===== config.mk =====
export PLATFORM = sky130hd
export DESIGN_NAME = cmn_val_rdy_demux
export DESIGN_NICKNAME = d
export VERILOG_FILES = /design/src/rtl/cmn_val_rdy_demux.sv
export SDC_FILE = /design/constraint.sdc
export NUM_CORES = 1
export LEC_CHECK = 0
export ABC_CLOCK_PERIOD_IN_PS = 11400
export CORE_MARGIN = 2
export CORE_UTILIZATION = 50
export CTS_BUF_LIST = sky130_fd_sc_hd__clkbuf_4 sky130_fd_sc_hd__clkbuf_8
export CTS_CLUSTER_SIZE = 16
export DETAILED_ROUTE_END_ITERATION = 10
export GPL_ROUTABILITY_DRIVEN = 0
export PLACE_DENSITY = 0.93
export SLEW_MARGIN = 5
export SYNTH_ARGS = -nofsm -noshare
export SYNTH_HDL_FRONTEND = slang
export SYNTH_SLANG_ARGS = --single-unit

===== constraint.sdc =====
create_clock -name clk -period 11.4 [get_ports clk]
set_input_delay 2.28 -clock clk [delete_from_list [all_inputs] [get_ports clk]]
set_output_delay 2.28 -clock clk [all_outputs]
set_load 0.02 [all_outputs]

===== src/rtl/cmn_val_rdy_demux.sv =====
`default_nettype none
// ============================================================================
//  Module      : cmn_val_rdy_demux
//  Description : Steers one val/rdy message stream to one of p_noutputs
//                val/rdy output streams, selected per message by in_sel_i.
//                Each output owns a one-entry registered slot, so a stalled
//                output only blocks messages that target it.
//  Ports       : clk          clock, all state changes on posedge
//                reset        asynchronous active-high reset
//                in_val_i     input message valid
//                in_rdy_o     input ready (combinational)
//                in_msg_i     input message
//                in_sel_i     destination index, qualified by in_val_i
//                out_val_o    per-output valid, bit i = output i
//                out_rdy_i    per-output ready
//                out_msg_o    output i occupies [i*p_nbits +: p_nbits]
//                err_o        sticky, set when a message had in_sel_i >= p_noutputs
//  Revision    : 1.0 - initial release
// ============================================================================
module cmn_val_rdy_demux #(
   parameter int p_nbits    = 32,
   parameter int p_noutputs = 4,
   parameter int p_pipe     = 1
) (
   input  logic                                clk,
   input  logic                                reset,
   input  logic                                in_val_i,
   output logic                                in_rdy_o,
   input  logic [p_nbits-1:0]                  in_msg_i,
   input  logic [$clog2(p_noutputs)-1:0]       in_sel_i,
   output logic [p_noutputs-1:0]               out_val_o,
   input  logic [p_noutputs-1:0]               out_rdy_i,
   output logic [p_noutputs*p_nbits-1:0]       out_msg_o,
   output logic                                err_o
);

   localparam int   c_SW   = $clog2(p_noutputs);
   localparam logic c_PIPE = (p_pipe != 0);

   logic [p_noutputs-1:0]         full_q;
   logic [p_noutputs-1:0]         full_d;
   logic [p_noutputs*p_nbits-1:0] msg_q;
   logic                          err_q;
   logic                          err_d;

   logic [p_noutputs-1:0]         w_sel_oh;
   logic [p_noutputs-1:0]         w_room;
   logic [p_noutputs-1:0]         w_enq_oh;
   logic [p_noutputs-1:0]         w_deq;
   logic                          w_sel_ok;
   logic                          w_enq;

   // One-hot decode of the destination. An out-of-range select decodes to
   // all zeros, which both flags the error and keeps every slot untouched.
   always_comb begin
      w_sel_oh = '0;
      for (int i = 0; i < p_noutputs; i++) begin
         w_sel_oh[i] = (in_sel_i == c_SW'(i));
      end
   end

   assign w_sel_ok = |w_sel_oh;

   // A slot has room when empty, or (pipelined variant only) when it is
   // being drained this same cycle.
   assign w_room   = ~full_q | (out_rdy_i & {p_noutputs{c_PIPE}});

   // Out-of-range messages are always accepted so they can be discarded.
   assign in_rdy_o = ~w_sel_ok | (|(w_sel_oh & w_room));

   assign w_enq    = in_val_i & in_rdy_o;
   assign w_enq_oh = w_sel_oh & {p_noutputs{w_enq}};
   assign w_deq    = full_q & out_rdy_i;

   // Enqueue wins over dequeue so a simultaneous drain+refill stays full.
   assign full_d   = (full_q & ~w_deq) | w_enq_oh;
   assign err_d    = err_q | (w_enq & ~w_sel_ok);

   always_ff @(posedge clk or posedge reset) begin
      if (reset) begin
         full_q <= '0;
         err_q  <= 1'b0;
      end else begin
         full_q <= full_d;
         err_q  <= err_d;
      end
   end

   // Per-slot payload register, written only when that slot enqueues.
   generate
      for (genvar g = 0; g < p_noutputs; g++) begin : g_slot
         always_ff @(posedge clk or posedge reset) begin
            if (reset) begin
               msg_q[g*p_nbits +: p_nbits] <= '0;
            end else if (w_enq_oh[g]) begin
               msg_q[g*p_nbits +: p_nbits] <= in_msg_i;
            end
         end
      end
   endgenerate

   assign out_val_o = full_q;
   assign out_msg_o = msg_q;
   assign err_o     = err_q;

endmodule
`default_nettype wire


==> summary.txt <==
total leakage power: 3.05 nW
CTS tree: built
number of endpoints with negative hold slack in the final report: 0
number of buffers inserted for hold repair after clock tree synthesis: 0
CP Launch Type: input pin
post-synthesis compound-gate area fraction: 0.000997
max frequency: 160 MHz
count of unique library cells instantiated by Yosys: 20
sequential element share of the synthesized area: 0.663
slew at the pin closest to its max-slew limit: 1.11 ns
final count of negative-setup-slack endpoints: 0
antenna violations before repair: 0
type of the setup path with the least slack: input pin to primary output
total number of placement rows: 36
result of the run: finished, final reports clean
post-synthesis to final-layout area growth: 45.1%
Yosys warning count: 0
critical path data required time: 9.12 ns
number of buffers on the longest clock path: 2
setup repair after global routing missed its margin: false
ratio of routed vias to standard cells: 5.11
cell taking the most area after synthesis: sky130_fd_sc_hd__dfrtp_1
violation count after the first detailed-routing iteration: 89
fraction of layout instances using a drive strength above 1: 0.336
pin count of the biggest net entering global routing: 76
critical path capture point type: primary output
maximum capacitance violations: 0
vias: 3176
Initial Util: 0.514
total routed wirelength: 12.3 mm
H-tree depth reported by CTS: 4
total met3 wirelength after detailed routing: 1.02 mm
Layout Skew: 0.00660 ns
count of buffers added by post-CTS timing repair for setup: 0
vias in the first global route: 3559
IO buf count: 174
Avg Synthesized Cell Area: 17.1 um2
DPL Wire Length: 8.25 mm
met2 layer wire length in the routed design: 6.36 mm
count of inserted antenna diode cells: 0
number of buffers created by CTS: 17
GRT Residual Overflow: 0
Register Area: 0.00333 mm2
final net count: 516
Period minus WS final: 6.27 ns
post-synthesis share of cell area spent on and, or, nand and nor gates: 0.0192
post-detailed-route DRC marker count: 0
arrival time of data at the critical path endpoint: 3.99 ns
highest routed metal layer: met4
worst-case setup margin in the final layout: 5.13 ns
height of the die: 104 um
TritonCTS Sinks: 133
clock latency on the worst-skew pair: 0.42 ns
largest fanout of any net on the critical path: 4
Seq cells post-synth: 133
worst vdd ir: 127 uV
length of the first detailed-routing pass in iterations: 4
fraction of synthesized cell area taken by the top area cell type: 0.663
top area cells in the synthesized netlist: sky130_fd_sc_hd__dfrtp_1, sky130_fd_sc_hd__mux2_2, sky130_fd_sc_hd__buf_6
number of cells produced by synthesis: 294
first-pass GRT wire length: 19.5 mm
Fin Setup TNS: 0 ns
worst slew margin relative to its limit: 0.255
fraction of synthesized area in multiplexers: 0.292
Tightest Hold Check Type: register to register
multi-input gate area in the final layout: 0.00158 mm2
PostCTS Resize Cnt: 0
final routed wire length divided by cell count: 19.8 um
number of pins exceeding their max-slew limit in the final report: 0
part of the cycle the worst path needs: 0.550
area of the core: 0.00977 mm2
post-place setup slack: 5.11 ns
fraction of the core area covered by cells at the end of the flow: 0.746
combinational family with the most area after synthesis: multiplexers
number of routed nets with antenna violations: 0
Clock transition at path regs: 0.07 ns
wl on met1: 4.69 mm
gr usage total: 0.237
power per standard cell area: 210 mW/mm2
cell chosen for the clock root: sky130_fd_sc_hd__clkbuf_8
syn_nets: 335
overall die width: 104 um
fill cell instance count of the final layout: 614
ports placed on the boundary: 175
Adder-Cell Fraction of Synth Area: 0
full die area: 0.0109 mm2
Post-Synth XOR/XNOR Area: 0
netlist area before placement: 0.00502 mm2
-- cell type report --
class / instances / share of cell area
Tap cell: 133 / 0.0228
Timing Repair Buffer: 177 / 0.242
Sequential cell: 133 / 0.457
Clock inverter: 14 / 0.0273
Clock buffer: 18 / 0.0340
Multi-Input combinational cell: 145 / 0.216
Inverter: 1 / 0.000858
-- Yosys cell counts --
cell / number
sky130_fd_sc_hd__nand2b_1: 4
sky130_fd_sc_hd__clkbuf_2: 1
sky130_fd_sc_hd__buf_6: 5
sky130_fd_sc_hd__nor2b_1: 1
sky130_fd_sc_hd__inv_1: 1
sky130_fd_sc_hd__nor3b_4: 1
sky130_fd_sc_hd__buf_2: 4
sky130_fd_sc_hd__clkbuf_1: 1
sky130_fd_sc_hd__buf_4: 3
sky130_fd_sc_hd__dfrtp_1: 133
sky130_fd_sc_hd__mux2_2: 124
sky130_fd_sc_hd__clkbuf_8: 1
sky130_fd_sc_hd__nand2_1: 5
sky130_fd_sc_hd__mux2_1: 4
sky130_fd_sc_hd__o21ai_0: 1
sky130_fd_sc_hd__nor2b_2: 1
sky130_fd_sc_hd__and3_1: 1
sky130_fd_sc_hd__nand3b_1: 1
sky130_fd_sc_hd__nand3_1: 1
sky130_fd_sc_hd__mux4_1: 1
-- cells in the final DEF, fill, tap and decap left out --
cell	netlist	routed
sky130_fd_sc_hd__buf_4	3	3
sky130_fd_sc_hd__mux4_1	1	1
sky130_fd_sc_hd__o21ai_0	1	1
sky130_fd_sc_hd__clkinv_2	0	1
sky130_fd_sc_hd__nand3_1	1	1
sky130_fd_sc_hd__mux2_2	124	124
sky130_fd_sc_hd__bufinv_16	0	4
sky130_fd_sc_hd__mux2_1	4	4
sky130_fd_sc_hd__dfrtp_1	133	133
sky130_fd_sc_hd__inv_6	0	4
sky130_fd_sc_hd__nor2b_4	0	1
sky130_fd_sc_hd__nor2b_2	1	1
sky130_fd_sc_hd__clkinvlp_4	0	4
sky130_fd_sc_hd__nand3b_1	1	1
sky130_fd_sc_hd__clkbuf_8	1	18
sky130_fd_sc_hd__nand2b_1	4	4
sky130_fd_sc_hd__clkdlybuf4s50_1	0	174
sky130_fd_sc_hd__and3_2	0	1
sky130_fd_sc_hd__inv_4	0	1
sky130_fd_sc_hd__nor3b_4	1	1
sky130_fd_sc_hd__nand2_1	5	5
sky130_fd_sc_hd__clkinv_4	0	1
-- per-stage QoR --
step                area [um2]  std cells  power (W)  hold slack, ns
global route              7290        621    0.00160           0.425
global placement          6840        589    0.00109           0.364
floorplan                 5020        294   0.000850           0.567
detailed placement        6840        589    0.00111           0.365
finish                    7290        621    0.00153           0.377
CTS                       7290        621    0.00155           0.383
-- path summary, 6_finish.rpt --
| path | slack, ns | endpoint | startpoint | depth (start not counted) |
|---|---|---|---|---|
| setup reg to reg | 9.01 | out_msg_o[78] | out_val_o[2] | 4 |
| setup / recovery | 5.13 | in_rdy_o | in_sel_i[1] | 3 |
| hold / removal | 0.38 | err_o | err_o | 0 |
| hold reg to reg | 0.38 | err_o | err_o | 0 |
| min in group asynchronous | 2.32 | out_msg_o[55] | reset | 2 |
| max in group asynchronous | 7.65 | out_msg_o[106] | reset | 3 |
-- where the power goes --
group | internal [W] | total [W] | switching (W)
Sequential | 0.000569 | 0.000623 | 0.0000539
Clock | 0.000247 | 0.000434 | 0.000187
Combinational | 0.000249 | 0.000475 | 0.000226
Total | 0.00106 | 0.00153 | 0.000467
-- layer usage --
| layer | vias to the layer above | global-route usage |
|---|---|---|
| met4 | 0 | 0.0975 |
| met3 | 23 | 0.102 |
| met1 | 1624 | 0.265 |
| met5 | - | 0 |
| li1 | 1404 | - |
| met2 | 125 | 0.398 |
-- worst max-delay path: stages --
cell and delay, ns:
sky130_fd_sc_hd__clkdlybuf4s50_1 0.56, sky130_fd_sc_hd__mux4_1 0.58, sky130_fd_sc_hd__clkdlybuf4s50_1 0.56
-- state kept, by name, indices dropped and copies added, names as in the netlist --
name,count
out_val_o,4
out_msg_o,128
err_o,1
-- kinds of logic (layout without fill, tap and decap cells) --
group | count (synthesis) | in the layout
simple gates | 15 | 15
compound gates | 1 | 1
mux | 129 | 129
flops | 133 | 133
buf+inv | 16 | 210
Note: power is estimated with default switching activity, not from simulation.
